File: config.mk
export PLATFORM = sky130hd
export DESIGN_NAME = head_group_sequencer
export DESIGN_NICKNAME = d
export VERILOG_FILES = /design/src/rtl/head_group_sequencer.sv
export SDC_FILE = /design/constraint.sdc
export NUM_CORES = 1
export LEC_CHECK = 0
export ABC_CLOCK_PERIOD_IN_PS = 5500
export CORE_UTILIZATION = 47
export CTS_CLUSTER_SIZE = 25
export DETAILED_ROUTE_END_ITERATION = 6
export MAX_ROUTING_LAYER = met4
export PLACE_DENSITY = 0.83
export SLEW_MARGIN = 5
export SYNTH_ARGS = -nofsm -noshare
export SYNTH_HDL_FRONTEND = slang
export SYNTH_SLANG_ARGS = --single-unit
File: constraint.sdc
create_clock -name ap_clk -period 5.5 [get_ports ap_clk]
set_input_delay 0.55 -clock ap_clk [delete_from_list [all_inputs] [get_ports ap_clk]]
set_output_delay 0.55 -clock ap_clk [all_outputs]
set_load 0.01 [all_outputs]
File: src/rtl/head_group_sequencer.sv
// Run-level sequencer for run_head_group: walks every (layer, group) pair and drives
// the engine's ap_ctrl_hs handshake, re-calling a pair until the engine returns 1.
module head_group_sequencer #(
   parameter int NUM_LAYERS = 4,
   parameter int NUM_GROUPS = 2,
   parameter int MAX_CALLS  = 1024
) (
   input  logic        ap_clk,
   input  logic        ap_rst,
   input  logic        run_start,
   input  logic        run_abort,
   output logic        run_busy,
   output logic        run_done,
   output logic        run_aborted,
   output logic        run_error,
   output logic [31:0] err_layer,
   output logic [31:0] err_group,
   output logic [31:0] total_calls,
   output logic        hg_ap_start,
   input  logic        hg_ap_ready,
   input  logic        hg_ap_done,
   input  logic        hg_ap_return,
   output logic [31:0] hg_layer_idx,
   output logic [31:0] hg_group_idx,
   output logic        hg_reset_resources,
   output logic [2:0]  dbg_state
);

   // Engine handshake (ap_ctrl_hs): ap_start rises to request a call and is held
   // until ap_ready is seen high at a clock edge; ap_done (possibly in the same
   // cycle as ap_ready) marks the call result, with ap_return valid alongside it.
   typedef enum logic [2:0] {
      S_IDLE      = 3'd0,
      S_CALL      = 3'd1,
      S_WAIT_DONE = 3'd2,
      S_EVAL      = 3'd3,
      S_GAP       = 3'd4,
      S_DONE      = 3'd5,
      S_ERROR     = 3'd6
   } state_t;

   localparam logic [31:0] LAST_LAYER = 32'(NUM_LAYERS - 1);
   localparam logic [31:0] LAST_GROUP = 32'(NUM_GROUPS - 1);
   localparam logic [31:0] CALL_LIMIT = 32'(MAX_CALLS);

   state_t      state_q;
   logic [31:0] layer_q;
   logic [31:0] group_q;
   logic [31:0] call_cnt_q;
   logic [31:0] total_q;
   logic [31:0] err_layer_q;
   logic [31:0] err_group_q;
   logic        first_q;
   logic        abort_q;
   logic        ret_q;
   logic        busy_q;
   logic        done_q;
   logic        aborted_q;
   logic        error_q;
   logic        start_q;
   logic        reset_res_q;

   logic [31:0] call_cnt_d;
   logic [31:0] total_d;
   logic        last_pair;

   assign call_cnt_d = call_cnt_q + 32'd1;
   assign total_d    = (total_q == 32'hFFFF_FFFF) ? total_q : total_q + 32'd1;
   assign last_pair  = (layer_q == LAST_LAYER) && (group_q == LAST_GROUP);

   always_ff @(posedge ap_clk) begin
      if (ap_rst) begin
         state_q     <= S_IDLE;
         layer_q     <= '0;
         group_q     <= '0;
         call_cnt_q  <= '0;
         total_q     <= '0;
         err_layer_q <= '0;
         err_group_q <= '0;
         first_q     <= 1'b0;
         abort_q     <= 1'b0;
         ret_q       <= 1'b0;
         busy_q      <= 1'b0;
         done_q      <= 1'b0;
         aborted_q   <= 1'b0;
         error_q     <= 1'b0;
         start_q     <= 1'b0;
         reset_res_q <= 1'b0;
      end else begin
         done_q    <= 1'b0;
         aborted_q <= 1'b0;
         case (state_q)
            S_IDLE, S_ERROR: begin
               if (run_start) begin
                  layer_q     <= '0;
                  group_q     <= '0;
                  call_cnt_q  <= '0;
                  total_q     <= '0;
                  err_layer_q <= '0;
                  err_group_q <= '0;
                  error_q     <= 1'b0;
                  first_q     <= 1'b1;
                  abort_q     <= 1'b0;
                  busy_q      <= 1'b1;
                  start_q     <= 1'b1;
                  reset_res_q <= 1'b1;
                  state_q     <= S_CALL;
               end
            end
            S_CALL: begin
               if (run_abort) abort_q <= 1'b1;
               // ap_start is held until ready regardless of a pending abort.
               if (hg_ap_ready) begin
                  start_q     <= 1'b0;
                  reset_res_q <= 1'b0;
                  if (hg_ap_done) begin
                     ret_q   <= hg_ap_return;
                     state_q <= S_EVAL;
                  end else begin
                     state_q <= S_WAIT_DONE;
                  end
               end
            end
            S_WAIT_DONE: begin
               if (run_abort) abort_q <= 1'b1;
               if (hg_ap_done) begin
                  ret_q   <= hg_ap_return;
                  state_q <= S_EVAL;
               end
            end
            S_EVAL: begin
               call_cnt_q <= call_cnt_d;
               total_q    <= total_d;
               first_q    <= 1'b0;
               if (abort_q) begin
                  aborted_q <= 1'b1;
                  abort_q   <= 1'b0;
                  busy_q    <= 1'b0;
                  state_q   <= S_IDLE;
               end else if (ret_q && last_pair) begin
                  done_q  <= 1'b1;
                  busy_q  <= 1'b0;
                  state_q <= S_DONE;
               end else if (ret_q) begin
                  if (group_q == LAST_GROUP) begin
                     group_q <= '0;
                     layer_q <= layer_q + 32'd1;
                  end else begin
                     group_q <= group_q + 32'd1;
                  end
                  call_cnt_q <= '0;
                  first_q    <= 1'b1;
                  if (run_abort) abort_q <= 1'b1;
                  state_q    <= S_GAP;
               end else if (call_cnt_d >= CALL_LIMIT) begin
                  err_layer_q <= layer_q;
                  err_group_q <= group_q;
                  error_q     <= 1'b1;
                  busy_q      <= 1'b0;
                  state_q     <= S_ERROR;
               end else begin
                  if (run_abort) abort_q <= 1'b1;
                  state_q <= S_GAP;
               end
            end
            S_GAP: begin
               // A pending or fresh abort stops the walk before the next call.
               if (abort_q || run_abort) begin
                  aborted_q <= 1'b1;
                  abort_q   <= 1'b0;
                  busy_q    <= 1'b0;
                  state_q   <= S_IDLE;
               end else begin
                  start_q     <= 1'b1;
                  reset_res_q <= first_q;
                  state_q     <= S_CALL;
               end
            end
            S_DONE: begin
               state_q <= S_IDLE;
            end
            default: begin
               state_q <= S_IDLE;
            end
         endcase
      end
   end

   assign run_busy           = busy_q;
   assign run_done           = done_q;
   assign run_aborted        = aborted_q;
   assign run_error          = error_q;
   assign err_layer          = err_layer_q;
   assign err_group          = err_group_q;
   assign total_calls        = total_q;
   assign hg_ap_start        = start_q;
   assign hg_layer_idx       = layer_q;
   assign hg_group_idx       = group_q;
   assign hg_reset_resources = reset_res_q;
   assign dbg_state          = state_q;

endmodule

* Word level (Yosys, flattened, before mapping)
Cells that the tools add are included.
Operators by class: bitwise gates (word level) 1, equal/unequal tests 23, add/sub/neg operators 4, reduce and logical (&&, ||, !) cells 22, muxes and demuxes 73, order comparisons 1
Operator list (count):
- 32-bit two-way mux | 21
- 32-bit one-hot mux with 2 select lines | 6
- 32-bit by 1-bit adder with 32-bit output, second input constant | 4
- 32-bit by 1-bit == test with 1-bit output, second input constant | 1
- 32-bit by 2-bit == test with 1-bit output, second input constant | 1
- 32-bit == test, second input constant | 1
- 32-bit by 11-bit >= comparator with 1-bit output, second input constant | 1
- 1-bit two-way mux | 30
- 2-bit != test, second input constant | 12
- 3-bit one-hot mux with 5 select lines | 1
- 3-bit two-way mux | 4
- 6-bit AND reduction | 2
- 5-bit AND reduction | 2
- 1-bit one-hot mux with 3 select lines | 3
- 4-bit != test, second input constant | 2
- 1-bit one-hot mux with 2 select lines | 4
- 4-bit AND reduction | 2
- 3-bit by 2-bit == test with 1-bit output, second input constant | 2
- 3-bit == test, second input constant | 2
- 2-bit two-way mux | 3
- 3-bit AND reduction | 2
- 3-bit nonzero test | 2
- 1-bit one-hot mux with 4 select lines | 1
- 2-bit AND reduction | 2
- other kinds (10) | 13
Storage, ports and cells: output and inout port bits 169, bits of input ports 7, logic and storage cells 140, bits in registers 204

* Logic depth before layout (Yosys ltp)
Gate-level depths: netlist (run 1).
depth after elaboration 7, depth in mapped cells 12

* Worst setup path after synthesis (run 1)
Ideal clock, no wire load.
path type reg-to-reg, from register group_q[1], in the netlist hg_group_idx[1], to register group_q[23], in the netlist hg_group_idx[23], arrival time 2.604 ns, stages on the path, launching flop included 12, data required time 5.430 ns, setup slack 2.826 ns, setup time 0.070 ns, clock period less this slack 2.674 ns, path through dfxtp_1 inv_1 ha_1 nor4b_1 nand4_1 nor3_1 a2111oi_0 o311ai_1 or2_0 clkbuf_1 or3_1 a21oi_1
On the way: longest elaborated chain between the ends 6, elaborated cells on any way between the ends 11, classes of those cells 1 x add/sub; 2 x eq/ne; 5 x mux; 3 x reduce/logical
Ends and longest elaborated chain:
- from (decl) | line 48 | logic [31:0] group_q;
- from (signal assigned) | line 149 | group_q <= group_q + 32'd1;
- 32-bit by 1-bit adder with 32-bit output or 32-bit by 1-bit == test with 1-bit output (tied branches) | line 149, 69, 145
- 32-bit two-way mux | line 145 | if (group_q == LAST_GROUP) begin
- 32-bit two-way mux | line 144 | end else if (ret_q) begin
- 32-bit two-way mux | line 140 | end else if (ret_q && last_pair) begin
- 32-bit two-way mux | line 135 | if (abort_q) begin
- 32-bit one-hot mux with 2 select lines | line 92 | case (state_q)
Several ways; a longest one is shown, not always the timed one. The select of a mux whose other input is x is not followed. A chain may end at the register's enable or synchronous reset.

* Worst setup path after layout (run 1)
from register call_cnt_q[0], to register err_layer_q[30], in the netlist err_layer[30]
On the way: longest elaborated chain between the ends 4
Ends and longest elaborated chain:
- from (decl) | line 49 | logic [31:0] call_cnt_q;
- from (signal assigned) | line 132 | call_cnt_q <= call_cnt_d;
- 32-bit by 1-bit adder with 32-bit output | line 67 | assign call_cnt_d = call_cnt_q + 32'd1;
- 32-bit by 11-bit >= comparator with 1-bit output | line 155 | end else if (call_cnt_d >= CALL_LIMIT) begin
- 2-bit != test (no line)
- 6-bit AND reduction (no line)
- to (signal assigned) | line 156 | err_layer_q <= layer_q;
- to (decl) | line 51 | logic [31:0] err_layer_q;
No other way between the ends.

==> results.json, run 1 <==
{
  "status": "complete, no violations",
  "route.detailed.drc": 0,
  "power.density_nw_per_um2": 256,
  "synth_edf_count": 0,
  "area_growth_pct": 25.7,
  "fmax_mhz": 275,
  "yosys.area.top_type": "dfxtp_1",
  "port_buffers": 175,
  "fin_crit_ns": 3.63,
  "timing.final.ws_setup_ns": 1.87,
  "clock_latency_ns": 0.50,
  "final_cells": 1576,
  "fin_crit_sh_pct": 66.1,
  "hold_start": "err_group[3]",
  "antenna_found_initial": 1,
  "globalplace.congestion": 0.899,
  "cap_viol_max_count": 0,
  "hold_viol": 0,
  "tritoncts": "yes",
  "row_count": 52,
  "holdWs_ns": 0.464,
  "num_vias": 9219,
  "final_nets": 1301,
  "critPathSlowestCell": "buf_4",
  "startpoint": "call_cnt_q[0]",
  "maxSlewViolCount": 0,
  "vdd_drop_max_v": 0.000183,
  "cp-start-kind": "flip-flop",
  "synth.ff_latch_count": 204,
  "postCtsHoldBufs": 0,
  "first_pass_iters": 5,
  "synth.top_cell.area_share_pct": 41.1,
  "cts_sinks": 204,
  "synth-main-ff-cell": "dfxtp_1",
  "cts_root_buf": "clkbuf_16",
  "layout-drive-gt1-share_pct": 8.97,
  "dp_cells": 1535,
  "grt_pass1_vias": 8498,
  "cts_made_buffers": 22,
  "crit_required_ns": 5.85,
  "start_util_pct": 48.5,
  "dp_slack_ns": 1.96,
  "yosys-top-cells-count": "204 x dfxtp_1, 140 x nand2_1, 134 x nor2_1",
  "path_clk_slew_ns": 0.06,
  "setup_tns_ns": 0,
  "io_pins": 176,
  "regToRegSetupSlack_ns": 1.87,
  "yosysMostFrequentCell": "dfxtp_1",
  "grt_first_pass_wirelength_um": 43200,
  "die_h_um": 147,
  "p_leak_nw": 4.12,
  "total_power_mw": 3.20,
  "wl_per_cell_um": 16.8,
  "synth_cell_types": 68,
  "core_um2": 20500,
  "grt_max_degree": 65,
  "yosysSeqAreaShare_pct": 41.1,
  "crit_type": "reg2reg",
  "worst_pin_slew_ns": 1.14,
  "syn_nets": 1169,
  "die_w_um": 147,
  "critPathMaxStageDelay_ns": 0.74,
  "dieArea_um2": 21700,
  "setup_viol": 0,
  "fill_cells": 1708,
  "crit_chain": "ha_1 -> nand3_1 -> nor4_2 -> nand4_1 -> nor3b_1 -> o2111ai_1 -> nor3_1 -> a21oi_4 -> buf_4 -> o2bb2ai_1",
  "htree_levels": 1,
  "final_core_util_pct": 61.0,
  "crit_path_end_kind": "flip-flop",
  "rsz0062_at_grt": "false",
  "routed_via_density": 5.85,
  "syn_area_um2": 9940,
  "r2r_start": "call_cnt_q[0]",
  "yosysWarnings": 0,
  "drtIter0Drc": 691,
  "synthArstFlopShare_pct": 0,
  "cts_buffer_depth": 3,
  "arrival_ns": 3.98,
  "fin_skew_ns": 0.0113,
  "synth_area_leaders": "dfxtp_1 41%, o2bb2ai_2 8.2%, nand2_1 5.3%",
  "wirelength_um": 26500,
  "fin_area_um2": 12500,
  "synth_cells": 1157,
  "place_area_um2": 11800,
  "cts_resized": 0,
  "gr-total-overflow": 0,
  "synth.avg_cell_area_um2": 8.59,
  "hold_class": "reg2reg",
  "post_cts_buffers": 0,
  "place.detailed.hpwl_um": 17800,
  "grt_util_all_layers_pct": 24.7,
  "cp_max_fo": 56,
  "drtAntennaViolNets": 0,
  "relSlewSlack_pct": 22.2
}
where the power goes:
group          leakage [nW]  switching (mW)  internal (mW)  total [mW]
combinational          2.11           0.162         0.0576       0.220
sequential             1.64          0.0208           1.49        1.51
clock                 0.366           0.590          0.880        1.47
per-layer routing:
layer  GRT usage [%]  vias to the layer above  part of all wire [%]
li1                -                     4415                     -
met1            30.8                     4400                    42
met2            41.1                      348                    48
met3            3.55                       56                   6.7
met4            7.89                        0                   2.8
met5               -                        -                     0
critical path: cells and delay by family (launching register included):
family	cells	cell delay, ns
AO/OA/AOI/OAI	3	0.75
adder cells (fa/ha/maj)	1	0.25
buffers and inverters	1	0.74
flip-flops	1	0.40
AND/OR/NAND/NOR	5	1.27
area by class of cell:
type / instances / area, um2 / area share [%]
Clock buffer: 32 / 659 / 5.27
Antenna cell: 1 / 2.50 / 0.0200
Tap cell: 270 / 338 / 2.70
Sequential cell: 204 / 4080 / 32.7
Inverter: 20 / 75.1 / 0.600
Multi-Input combinational cell: 856 / 5450 / 43.6
Clock inverter: 8 / 68.8 / 0.550
Timing Repair Buffer: 185 / 1830 / 14.6
sequential cells by signal (all words and copies together) (netlist names):
| signal | count |
|---|---|
| ret_q | 1 |
| run_done | 1 |
| abort_q | 1 |
| err_group | 32 |
| hg_layer_idx | 32 |
| total_calls | 32 |
| hg_ap_start | 1 |
| err_layer | 32 |
| first_q | 1 |
| hg_group_idx | 32 |
| run_error | 1 |
| dbg_state | 3 |
| run_aborted | 1 |
| run_busy | 1 |
| call_cnt_q | 32 |
| hg_reset_resources | 1 |
placed cells by master, fill, tap and decap left out, types with 5 or more instances in the layout:
| cell type | instances |
|---|---|
| clkbuf_16 | 23 |
| clkinv_2 | 6 |
| inv_1 | 18 |
| o21ai_0 | 42 |
| or3_1 | 22 |
| a211oi_1 | 5 |
| o2bb2ai_1 | 11 |
| o2bb2ai_2 | 54 |
| clkbuf_8 | 5 |
| clkdlybuf4s50_1 | 175 |
| a311oi_1 | 11 |
| and4_1 | 8 |
| xnor2_1 | 38 |
| and2_1 | 16 |
| nor3b_1 | 6 |
| buf_4 | 10 |
| ha_1 | 5 |
| nor4_1 | 26 |
| nand2_1 | 139 |
| nand4_1 | 39 |
| xor2_1 | 50 |
| nand3b_1 | 6 |
| a21oi_1 | 52 |
| dfxtp_1 | 204 |
| nor2_1 | 134 |
| and3_1 | 21 |
| nor4b_1 | 5 |
| nor3_1 | 36 |
| a31oi_1 | 7 |
| nand3_1 | 56 |
kinds of logic after synthesis:
group           synth area share (%)
xor+xnor                        7.75
mux                            0.201
simple gates                    27.3
buf+inv                         4.34
flops                           41.1
fa+ha+maj                      0.629
compound gates                  18.7
final timing paths:
check | cells past startpoint | end
max | 10 | err_layer[30]
max reg2reg | 10 | err_layer[30]
min reg2reg | 2 | err_group[3]
min | 2 | err_group[3]
(Power assumes the default switching activity.)
==> run 2: changes to the inputs <==
- ABC_CLOCK_PERIOD_IN_PS: 5500 -> 3100
- PLACE_DENSITY: 0.83 -> 0.86
- clock period: 5.5 -> 3.1 ns (I/O delays scaled with it)
==> run 2 against run 1 <==
Against the previous run: die area did not move; fmax is 26% higher; sequential share of layout area decreased by 1.5 points; utilization increased by 3.0 points; worst setup slack got worse by 1.7 ns; register-to-register slack got worse by 1.7 ns.
==> results.json, run 2 (same netlist as run 1, synthesis figures left out) <==
{
  "status": "complete, no violations",
  "rsz0062_at_grt": "false",
  "routed_via_density": 5.83,
  "p_clk_share_pct": 47.3,
  "antenna_found_initial": 0,
  "switching_power_mw": 1.39,
  "grt_pass1_vias": 9154,
  "area_growth_pct": 32.0,
  "p_seq_share_pct": 45.1,
  "worst_pin_slew_ns": 0.902,
  "cp_max_fo": 14,
  "drtAntennaViolNets": 0,
  "wl_per_cell_um": 17.3,
  "dp_slack_ns": 0.262,
  "relSlewSlack_pct": 38.3,
  "timing.final.ws_setup_ns": 0.207,
  "layout.cells.most_common": "dfxtp_1",
  "antenna_cells": 0,
  "dp_cells": 1602,
  "port_buffers": 175,
  "netSwitchingFraction_pct": 23.5,
  "num_vias": 9580,
  "drtIter0Drc": 848,
  "row_count": 52,
  "globalplace.congestion": 0.959,
  "gr-total-overflow": 0,
  "layout-drive-gt1-share_pct": 13.6,
  "grt_util_all_layers_pct": 26.9,
  "path_common_cell": "nand4_1",
  "critPathMaxStageDelay_ns": 0.70,
  "first_pass_iters": 6,
  "cts_sinks": 204,
  "fill_cells": 1628,
  "cap_viol_max_count": 0,
  "wirelength_um": 28500,
  "fin_skew_ns": 0.0109,
  "path_clk_slew_ns": 0.06,
  "clock_latency_ns": 0.50,
  "power.internal_mw": 4.52,
  "io_pins": 176,
  "setup_viol": 0,
  "hold_class": "reg2reg",
  "final_nets": 1368,
  "power.density_nw_per_um2": 450,
  "crit_chain": "nor4_1 -> nand4_1 -> nor3_1 -> a31oi_1 -> and4b_1 -> nand4_1 -> xor2_1 -> nor2_1",
  "place.detailed.hpwl_um": 19800,
  "tritoncts": "yes",
  "cts_buffer_depth": 3,
  "setup_tns_ns": 0,
  "cp-start-kind": "flip-flop",
  "die_h_um": 147,
  "fin_crit_sh_pct": 93.3,
  "fmax_mhz": 346,
  "route.detailed.drc": 0,
  "htree_levels": 1,
  "arrival_ns": 3.27,
  "layout_common_cells": "203 x dfxtp_1, 175 x clkdlybuf4s50_1, 139 x nand2_1",
  "vdd_drop_max_v": 0.000352,
  "start_util_pct": 48.5,
  "p_leak_nw": 4.52,
  "cts_root_buf": "clkbuf_16",
  "core_um2": 20500,
  "crit_path_end_kind": "flip-flop",
  "fin_crit_ns": 2.89,
  "final_cells": 1642,
  "maxSlewViolCount": 0,
  "crit_required_ns": 3.48,
  "dieArea_um2": 21700,
  "cts_made_buffers": 22,
  "p_comb_share_pct": 7.6,
  "grt_first_pass_wirelength_um": 47000,
  "grt_max_degree": 61,
  "critPathSlowestCell": "and4b_1",
  "hold_viol": 0,
  "die_w_um": 147,
  "total_power_mw": 5.90,
  "crit_type": "reg2reg"
}
[run 2: worst paths after layout]
path / startpoint / end / slack, ns / cells past startpoint
setup / recovery: hg_group_idx[5] / hg_layer_idx[22] / 0.21 / 8
hold reg to reg: err_layer[30] / err_layer[30] / 0.46 / 2
hold / removal: err_layer[30] / err_layer[30] / 0.46 / 2
setup reg to reg: hg_group_idx[5] / hg_layer_idx[22] / 0.21 / 8
[run 2: power by group through the flow]
| stage | clock network, mW | registers, mW | logic, mW |
|---|---|---|---|
| after floorplan | 0 | 2.72 | 0.269 |
| after global placement | 0 | 2.72 | 0.433 |
| after detailed placement | 0 | 2.72 | 0.440 |
| after CTS | 2.83 | 2.66 | 0.443 |
| after global routing | 2.95 | 2.66 | 0.482 |
| final | 2.79 | 2.66 | 0.448 |
[run 2: critical path: cells and delay by family, from the launching register on]
| kind | cells | cell delay [ns] |
|---|---|---|
| simple gates | 6 | 1.98 |
| compound gates | 1 | 0.21 |
| xor+xnor | 1 | 0.20 |
| flops | 1 | 0.38 |
[run 2: layer usage]
layer	vias to the layer above	global-route usage (%)	wire length (um)
met1	4606	32.4	11700
met3	66	3.98	1810
met4	0	8.25	735
met2	365	46.5	14200
li1	4543	-	-
met5	-	-	0
[run 2: per-stage QoR]
stage	hold slack [ns]	instance area (um2)	util, %
after CTS	0.462	13100	64.0
after detailed placement	0.453	12300	60.2
after floorplan	0.454	9940	-
final	0.461	13100	64.0
after global placement	0.442	12300	60.2
after global routing	0.478	13100	64.0
[run 2: area by class of cell]
class	instances	area [um2]	area share (%)
clock buffer	31	666	5.07
clock inverter	9	120	0.915
inverter	20	75.1	0.572
multi-input combinational	856	5450	41.5
sequential	204	4090	31.1
tap	270	338	2.57
timing repair buffer	252	2390	18.2
[run 2: timing repair]
item,in CTS,in global routing
buffers inserted,0,0
gates resized for setup,0,1
hold buffers,0,0
setup endpoints to repair,0,62
